### config.mk
export PLATFORM = sky130hd
export DESIGN_NAME = status_led_ctrl
export DESIGN_NICKNAME = d
export VERILOG_FILES = /design/src/rtl/status_led_ctrl.sv
export SDC_FILE = /design/constraint.sdc
export NUM_CORES = 1
export LEC_CHECK = 0
export ABC_AREA = 1
export BUFFER_PORTS_ARGS = -buffer_cell sky130_fd_sc_hd__buf_2
export CAP_MARGIN = 15
export CORE_MARGIN = 10
export CORE_UTILIZATION = 55
export DETAILED_ROUTE_END_ITERATION = 8
export PLACE_DENSITY_LB_ADDON = 0.2
export SLEW_MARGIN = 30
export SYNTH_ARGS = -nofsm -noshare
export SYNTH_HDL_FRONTEND = slang
export SYNTH_SLANG_ARGS = --single-unit
### constraint.sdc
create_clock -name clk_i -period 1.9 [get_ports clk_i]
set_input_delay 0.19 -clock clk_i [delete_from_list [all_inputs] [get_ports clk_i]]
set_output_delay 0.19 -clock clk_i [all_outputs]
set_load 0.02 [all_outputs]
### src/rtl/status_led_ctrl.sv
`default_nettype none
// ----------------------------------------------------------------------------
// status_led_ctrl : per-LED RGB driver (status / activity / manual / off) with
// shared PWM dimming, blink timing and a sticky overflow flag.   Rev 1.0
// ----------------------------------------------------------------------------
module status_led_ctrl #(
  parameter int NUM_LEDS    = 2,
  parameter int PWM_BITS    = 8,
  parameter int BLINK_DIV   = 25000000,
  parameter int HOLD_CYCLES = 5000000
) (
  input  logic                  clk_i,
  input  logic                  rst_ni,
  input  logic                  status_enabled_i,
  input  logic                  status_triggered_i,
  input  logic                  status_overflow_i,
  input  logic                  clear_i,
  input  logic [NUM_LEDS-1:0]   activity_i,
  input  logic [2*NUM_LEDS-1:0] cfg_mode_i,
  input  logic [3*NUM_LEDS-1:0] cfg_rgb_i,
  input  logic [PWM_BITS-1:0]   cfg_brightness_i,
  output logic [3*NUM_LEDS-1:0] led_rgb_o,
  output logic                  overflow_sticky_o
);

  localparam int BLINK_W = (BLINK_DIV > 1) ? $clog2(BLINK_DIV) : 1;
  localparam int HOLD_W  = $clog2(HOLD_CYCLES + 1);

  localparam logic [BLINK_W-1:0] c_BLINK_LAST = BLINK_W'(BLINK_DIV - 1);
  localparam logic [HOLD_W-1:0]  c_HOLD_LOAD  = HOLD_W'(HOLD_CYCLES);

  localparam logic [1:0] c_MODE_OFF    = 2'd0;
  localparam logic [1:0] c_MODE_STATUS = 2'd1;
  localparam logic [1:0] c_MODE_ACT    = 2'd2;
  localparam logic [1:0] c_MODE_MANUAL = 2'd3;

  localparam logic [2:0] c_COL_RED   = 3'b100;
  localparam logic [2:0] c_COL_GREEN = 3'b010;
  localparam logic [2:0] c_COL_BLUE  = 3'b001;

  logic                r_overflow_sticky;
  logic [2:0]          r_status_rgb;
  logic [BLINK_W-1:0]  r_blink_cnt;
  logic                r_blink_on;
  logic [PWM_BITS-1:0] r_pwm_cnt;
  logic                w_pwm_on;

  // The colour priority looks at the sticky flag before this edge's update,
  // so a fresh overflow pulse still wins through status_overflow_i directly.
  always_ff @(posedge clk_i or negedge rst_ni) begin
    if (!rst_ni) begin
      r_overflow_sticky <= 1'b0;
      r_status_rgb      <= 3'b000;
    end else begin
      if (status_overflow_i) begin
        r_overflow_sticky <= 1'b1;
      end else if (clear_i) begin
        r_overflow_sticky <= 1'b0;
      end

      if (r_overflow_sticky || status_overflow_i) begin
        r_status_rgb <= c_COL_RED;
      end else if (status_triggered_i) begin
        r_status_rgb <= c_COL_GREEN;
      end else if (status_enabled_i) begin
        r_status_rgb <= c_COL_BLUE;
      end
    end
  end

  always_ff @(posedge clk_i or negedge rst_ni) begin
    if (!rst_ni) begin
      r_blink_cnt <= '0;
      r_blink_on  <= 1'b1;
      r_pwm_cnt   <= '0;
    end else begin
      r_pwm_cnt <= r_pwm_cnt + PWM_BITS'(1);
      if (r_blink_cnt == c_BLINK_LAST) begin
        r_blink_cnt <= '0;
        r_blink_on  <= ~r_blink_on;
      end else begin
        r_blink_cnt <= r_blink_cnt + BLINK_W'(1);
      end
    end
  end

  assign w_pwm_on          = (&cfg_brightness_i) || (r_pwm_cnt < cfg_brightness_i);
  assign overflow_sticky_o = r_overflow_sticky;

  genvar gi;
  generate
    for (gi = 0; gi < NUM_LEDS; gi++) begin : g_led
      logic [HOLD_W-1:0] r_stretch;
      logic [2:0]        r_led;
      logic [2:0]        w_color;
      logic [1:0]        w_mode;
      logic [2:0]        w_rgb;

      assign w_mode = cfg_mode_i[2*gi +: 2];
      assign w_rgb  = cfg_rgb_i[3*gi +: 3];

      always_comb begin
        w_color = 3'b000;
        case (w_mode)
          c_MODE_OFF:    w_color = 3'b000;
          c_MODE_STATUS: w_color = {r_status_rgb[2] & r_blink_on, r_status_rgb[1:0]};
          c_MODE_ACT:    w_color = (r_stretch != '0) ? w_rgb : 3'b000;
          c_MODE_MANUAL: w_color = w_rgb;
          default:       w_color = 3'b000;
        endcase
      end

      always_ff @(posedge clk_i or negedge rst_ni) begin
        if (!rst_ni) begin
          r_stretch <= '0;
          r_led     <= 3'b000;
        end else begin
          if (activity_i[gi]) begin
            r_stretch <= c_HOLD_LOAD;
          end else if (r_stretch != '0) begin
            r_stretch <= r_stretch - HOLD_W'(1);
          end
          r_led <= w_color & {3{w_pwm_on}};
        end
      end

      assign led_rgb_o[3*gi +: 3] = r_led;
    end
  endgenerate

endmodule
`default_nettype wire

==> impl_metrics.csv, run 1 <==
group,metric,value,unit
setup_path,timing.critical_path.buf_inv,3,
die,die_x,119,um
routing,wl_per_cell,12.9,um
routing,routed_wl,12.0,mm
clocking,worstSkewPairLatency,0.38,ns
status,outcome,"finished clean",
setup_path,path_cells,"inv_1, ha_1, nand2_2, nor2_4, nand3_4, nor2_8, inv_4, nand2_1, inv_1",
setup_path,start_kind,"flop",
synth,synth_seq_cells,90,
cells_and_area,fin_cells,930,
setup_path,path_max_fanout,13,
routing,drcViolationCount,0,
cells_and_area,syn2layout_area_growth,10.9,%
timing,max_freq,582,MHz
timing,slew_viol_final,0,
timing,skew,0.0109,ns
clocking,tritoncts,"yes",
synth,syn_avg_cell_area,7.25,um^2
placement,dp.cells,909,
timing,worst_slew_pin_slew,0.551,ns
timing,setup_viol,0,
cells_and_area,n_antenna_cell,0,
routing,drt_iter0_drc,281,
power,power,3.83,mW
synth,syn_inst,745,
synth,seq_area_frac_synth,41.7,%
die,std_cell_rows,36,
setup_path,crit_family,"simple AND/OR/NAND/NOR gates",
cells_and_area,postLayoutCoreUtil,61.8,%
hold_path,hold_path.startpoint,"status_enabled_i",
die,fp.dieH,119,um
clocking,cts_made_buffers,9,
setup_path,crit_path_top_delay_cell,"dfrtp_1",
setup_path,cp_common_cell,"inv_1",
placement,dp_hpwl,9.26,mm
die,pin_count,33,
setup_path,critPathKind,"reg -> reg",
hold_path,hold_path_depth,4,
job,cap_violations,0,
synth,synth_nets,782,
clocking,root_buffer,"clkbuf_8",
synth,ys_warn_count,0,
die,dieArea,14200,um^2
placement,io_buffers,32,
global_route,grt_max_degree,44,
placement,place.gp.congestion,0.938,
timing,period_needed,1.72,ns
clocking,cts_buffer_depth,2,
setup_path,cpPeakStageDelay,0.39,ns
global_route,antenna_found_initial,0,
routing,drt_first_pass_iters,5,
setup_path,cp-end-kind,"flop",
hold_path,hp-class,"in -> reg",
global_route,grt_remaining_overflow,0,
global_route,grt_pass1_wl,20.9,mm
cells_and_area,num-nets-final,829,
die,core,9680,um^2
timing,fin_crit_sh,90.5,%
setup_path,r2r_cells,9,
timing,max_slew_margin,63.3,%
cells_and_area,fillers,899,
clocking,cts.sinks,90,
power,power_density,639,nW/um^2
routing,vias,4856,
setup_path,critical_path_required,2.18,ns
setup_path,worstPathArrival,2.00,ns
die,initial_core_util,55.7,%
setup_path,crit_cells,9,
power,p_leak,2.95,nW
timing,hold_viol,0,
clocking,htreeDepth,3,
setup_path,reg2reg_from,"g_led[0].r_stretch[1]$_DFFE_PN0P_",
global_route,grt_pass1_vias,4754,
clocking,cts_setup_buffers,0,
clocking,path_clk_slew,0.10,ns
cells_and_area,drive_gt1_share,13.3,%
timing,rsz0062_at_grt,"no",
setup_path,critPathLaunch,"g_led[0].r_stretch[1]$_DFFE_PN0P_",
power,worst_ir_drop_vdd,0.287,mV
routing,avgViaCountPerCell,5.22,
global_route,track_usage,17.3,%
synth,synthesis.area,5400,um^2
routing,antenna_left,0,
synth,synth.distinct_cells,36,
timing,timing.setup.tns,0,ns
[cell usage after synthesis, drive strengths merged]
| library cell | instances | area share (%) |
|---|---|---|
| dfstp | 1 | 0.49 |
| buf | 5 | 0.56 |
| xnor2 | 3 | 0.49 |
| nand3 | 58 | 5.8 |
| o22ai | 1 | 0.23 |
| dfrtp | 89 | 41 |
| nor3 | 25 | 2.5 |
| a31oi | 2 | 0.23 |
| nor2 | 153 | 13 |
| and2 | 1 | 0.12 |
| or2 | 9 | 1.0 |
| nand2 | 191 | 14 |
| nand3b | 4 | 0.56 |
| ha | 11 | 2.5 |
| a21oi | 15 | 1.4 |
| nor4 | 3 | 0.35 |
| o21ai | 16 | 1.6 |
| clkbuf | 1 | 0.069 |
| o21bai | 4 | 0.56 |
| xor2 | 23 | 3.7 |
| nand4 | 21 | 2.4 |
| inv | 109 | 7.6 |
[layout by cell type, fill, tap and decap left out, types with 11 or more instances in the layout]
cell type	n
nor3_1	22
xor2_1	23
ha_1	11
nand2_1	183
buf_2	31
nor2_1	130
a21oi_1	15
nand3_1	56
o21ai_0	13
nor2_2	15
inv_1	104
dfrtp_1	89
nand4_1	21
[final cells by class]
cell class,count,area (um^2),share of cell area (%)
multi-input cells,540,2700,45.2
flip-flops and latches,90,2250,37.6
inverters,109,412,6.87
repair buffers,42,263,4.39
well taps,133,166,2.78
clock buffers,9,124,2.07
clock inverters,7,66.3,1.11
[what timing repair did]
action / 4_1_cts / 5_1_grt
hold buffers: 5 / 0
gates resized for setup: 0 / 1
endpoints found under the hold margin: 43 / 0
endpoints found under the setup margin: 0 / 1
[worst register-to-register path, cell delays in order, from the launching register on]
cell and delay, ns:
dfrtp_1 0.39, inv_1 0.10, ha_1 0.24, nand2_2 0.10
nor2_4 0.18, nand3_4 0.21, nor2_8 0.24, inv_4 0.07
nand2_1 0.07, inv_1 0.03
[final timing paths]
check	end	slack, ns
max	g_led[0].r_stretch[14]$_DFFE_PN0P_	0.18
min	r_status_rgb[2]$_DFFE_PN0P_	0.09
max reg2reg	g_led[0].r_stretch[14]$_DFFE_PN0P_	0.18
min reg2reg	r_pwm_cnt[0]$_DFF_PN0_	0.47
max in group asynchronous	r_blink_on$_DFFE_PN1N_	0.94
min in group asynchronous	g_led[1].r_stretch[12]$_DFFE_PN0P_	0.33
[cell families after synthesis]
kind of cell	share of synthesized area, %
fa+ha+maj	2.55
buf+inv	8.25
flops	41.7
compound gates	4.03
xor+xnor	4.22
simple gates	39.2
[flip-flops by register name, indices dropped and copies added (netlist names)]
| name | flops |
|---|---|
| r_pwm_cnt | 8 |
| r_blink_on | 1 |
| r_blink_cnt | 25 |
| r_status_rgb | 3 |
| g_led.r_stretch | 46 |
| g_led.r_led | 6 |
| overflow_sticky_o | 1 |
[per-layer routing]
| layer | vias up | share of wire (%) | wire length [um] | track usage, % |
|---|---|---|---|---|
| met5 | - | 0 | 0 | 0 |
| met4 | 0 | 2.2 | 269 | 7.94 |
| met3 | 25 | 5.7 | 684 | 3.40 |
| met2 | 158 | 47 | 5630 | 28.6 |
| met1 | 2238 | 45 | 5400 | 21.4 |
| li1 | 2435 | - | - | - |
[stage by stage]
step | area (um^2) | hold slack (ns) | worst slack [ns]
global route | 5990 | 0.109 | 0.0501
finish | 5990 | 0.0927 | 0.181
global placement | 5740 | 0.210 | 0.258
CTS | 5980 | 0.0834 | 0.170
floorplan | 5400 | -0.106 | 0.349
detailed placement | 5740 | 0.217 | 0.188
[report_power, final]
| part | switching, mW | internal, mW | leakage [nW] |
|---|---|---|---|
| clock network | 0.793 | 0.517 | 0.0995 |
| registers | 0.0581 | 1.98 | 1.12 |
| logic | 0.315 | 0.166 | 1.73 |
Note: power is estimated with default switching activity, not from simulation.
==> inputs of run 2 (changes only) <==
ABC_AREA = 0   (was 1)
REMOVE_ABC_BUFFERS = 1   (was not set)
==> impl_metrics.csv, run 2 <==
group,metric,value,unit
status,outcome,"finished, violations left",
status,violations,"setup timing",
clocking,tritoncts,"yes",
synth,ys_top_cells_by_area,"dfrtp_1, xor2_1, nor2_1, xnor2_1, ha_1",
timing,period_needed,2.20,ns
global_route,grt_pass1_vias,4078,
timing,worst_slew_pin_slew,0.487,ns
timing,hold_ws,0.0267,ns
die,std_cell_rows,33,
timing,slew_viol_final,0,
cells_and_area,n_antenna_cell,0,
routing,routed_wl,11.5,mm
hold_path,hp-class,"in -> reg",
global_route,grt_max_degree,38,
setup_path,worstPathArrival,2.45,ns
power,worst_ir_drop_vdd,0.481,mV
setup_path,rrSetupSlack,-0.30,ns
cells_and_area,largest_reg_flops,46,
synth,synthFlopType,"dfrtp_1",
clocking,cts_made_buffers,9,
die,initial_core_util,56.8,%
synth,synth_edf_count,0,
routing,vias,4035,
setup_path,r2r_cells,5,
power,p_leak,2.66,nW
timing,max_freq,454,MHz
setup_path,path_max_fanout,6,
placement,pre_cts_ws,-0.399,ns
global_route,antenna_found_initial,0,
cells_and_area,drive_gt1_share,35.5,%
die,pin_count,33,
placement,io_buffers,32,
cells_and_area,postLayoutCoreUtil,74.6,%
setup_path,cp-end-kind,"flop",
routing,drcViolationCount,0,
die,die_x,112,um
synth,synthTopCellsByCount,"dfrtp_1, nor2_1, xor2_1, nand2_1, nand3_1",
global_route,grt_pass1_wl,18.6,mm
hold_path,hold_end,"r_status_rgb[0]$_DFFE_PN0P_",
setup_path,reg2reg_from,"g_led[1].r_stretch[18]$_DFFE_PN0P_",
cells_and_area,top_register,"g_led.r_stretch",
routing,avgViaCountPerCell,5.77,
cells_and_area,regArea,2250,um^2
setup_path,path_cells,"or4_4, or4_4, nand3b_1, nor3_2, or3b_1",
synth,synth_top_area_share,47.7,%
setup_path,reg2reg_to,"g_led[1].r_stretch[19]$_DFFE_PN0P_",
global_route,track_usage,17.2,%
setup_path,start_kind,"flop",
timing,max_slew_margin,67.2,%
clocking,path_clk_slew,0.09,ns
synth,yosys.cell_count.top_type,"dfrtp_1",
clocking,cts_buffer_depth,2,
cells_and_area,final_common_cell,"dfrtp_1",
die,core,8220,um^2
synth,synth.distinct_cells,61,
synth,async_flop_share,100,%
clocking,cts.sinks,90,
timing,rsz0062_at_grt,"yes",
cells_and_area,num-nets-final,626,
cells_and_area,multi_input_area,2560,um^2
routing,wl_per_cell,16.4,um
setup_path,cp_common_cell,"or4_4",
routing,antenna_left,0,
timing,setup_viol,41,
timing,setup_slack,-0.304,ns
synth,seq_area_frac_synth,48.3,%
die,dieArea,12600,um^2
global_route,grt_remaining_overflow,0,
clocking,worstSkewPairLatency,0.36,ns
placement,dp_hpwl,7.73,mm
cells_and_area,syn2layout_area_growth,31.4,%
setup_path,crit_family,"simple AND/OR/NAND/NOR gates",
setup_path,critPathKind,"reg -> reg",
cells_and_area,fin_cells,699,
clocking,htreeDepth,3,
job,cap_violations,0,
setup_path,crit_path_top_delay_cell,"or4_4",
placement,place.gp.congestion,0.880,
synth,synthesis.area,4660,um^2
placement,dp.cells,665,
synth,syn_avg_cell_area,9.88,um^2
hold_path,hold_path.startpoint,"status_triggered_i",
setup_path,cpPeakStageDelay,0.58,ns
synth,yosysTopAreaCell,"dfrtp_1",
synth,ys_warn_count,0,
power,power_density,646,nW/um^2
die,fp.dieH,112,um
cells_and_area,fillers,579,
cells_and_area,reg_top3,"g_led.r_stretch (46), r_blink_cnt (25), r_pwm_cnt (8)",
timing,hold_viol,0,
routing,drt_first_pass_iters,5,
synth,syn_inst,472,
timing,skew,0.0104,ns
setup_path,timing.critical_path.buf_inv,0,
clocking,root_buffer,"clkbuf_8",
setup_path,critical_path_required,2.15,ns
hold_path,hold_path_depth,2,
cells_and_area,mostFrequentLayoutCells,"dfrtp_1, buf_4, nor2_1, buf_2, xor2_1",
synth,synth_seq_cells,90,
timing,fin_crit_sh,116,%
routing,drt_iter0_drc,249,
[run 2: layout make-up]
cell class / instances / area share (%)
Multi-Input combinational cell: 345 / 41.7
Sequential cell: 90 / 36.8
Timing Repair Buffer: 122 / 14.8
Tap cell: 105 / 2.14
Clock buffer: 9 / 2.02
Inverter: 21 / 1.29
Clock inverter: 7 / 1.27
[run 2: cell families after synthesis]
family	Yosys count	synth area share, %
AND/OR/NAND/NOR	210	24.9
flip-flops	90	48.3
AO/OA/AOI/OAI	73	10.8
XOR/XNOR	46	8.64
buffers and inverters	38	3.51
adder cells (fa/ha/maj)	11	2.95
multiplexers	4	0.966
[run 2: worst max path at each step]
| stage | from | to | slack (ns) | cells after the start |
|---|---|---|---|---|
| floorplan | g_led[1].r_stretch[0]$_DFFE_PN0P_ | g_led[1].r_stretch[6]$_DFFE_PN0P_ | -0.42 | 7 |
| global placement | g_led[1].r_stretch[19]$_DFFE_PN0P_ | g_led[1].r_stretch[6]$_DFFE_PN0P_ | -0.33 | 5 |
| detailed placement | g_led[1].r_stretch[0]$_DFFE_PN0P_ | g_led[1].r_stretch[6]$_DFFE_PN0P_ | -0.40 | 7 |
| CTS | g_led[1].r_stretch[0]$_DFFE_PN0P_ | g_led[1].r_stretch[19]$_DFFE_PN0P_ | -0.30 | 7 |
| global route | g_led[1].r_stretch[18]$_DFFE_PN0P_ | g_led[1].r_stretch[19]$_DFFE_PN0P_ | -0.35 | 5 |
| finish | g_led[1].r_stretch[18]$_DFFE_PN0P_ | g_led[1].r_stretch[19]$_DFFE_PN0P_ | -0.30 | 5 |
[run 2: power breakdown]
group          leakage, nW  total, mW  internal (mW)  switching, mW
clock network       0.0885       1.33          0.617          0.713
logic                 1.45      0.593          0.280          0.313
registers             1.12       2.04           1.98         0.0605
total                 2.66       3.96           2.88           1.09
[run 2: metrics by stage]
stage | area [um^2] | power (mW) | setup TNS [ns]
after global placement | 5450 | 2.54 | -7.81
after global routing | 6130 | 4.14 | -9.40
after floorplan | 4580 | 2.30 | -10.21
after CTS | 5840 | 3.92 | -6.03
final | 6130 | 3.96 | -6.63
after detailed placement | 5450 | 2.57 | -9.86
[run 2: worst reg2reg max path, delay by kind of cell (launching register included)]
family	cells	cell delay, ns
DFF	1	0.39
and+or+nand+nor	5	1.72
[run 2: timing repair]
item	4_1_cts	5_1_grt
endpoints found under the setup margin	45	57
buffers inserted	5	12
resized for setup	39	49
pin swaps	23	32
hold endpoints to repair	31	0
hold buffers	1	0
gates cloned	2	0
[run 2: per-layer routing]
layer / global-route usage (%) / routed length, um / vias to the layer above
met5: 0 / 0 / -
li1: - / - / 1939
met2: 28.0 / 5660 / 98
met4: 4.91 / 123 / 0
met3: 3.83 / 483 / 15
met1: 22.5 / 5210 / 1983
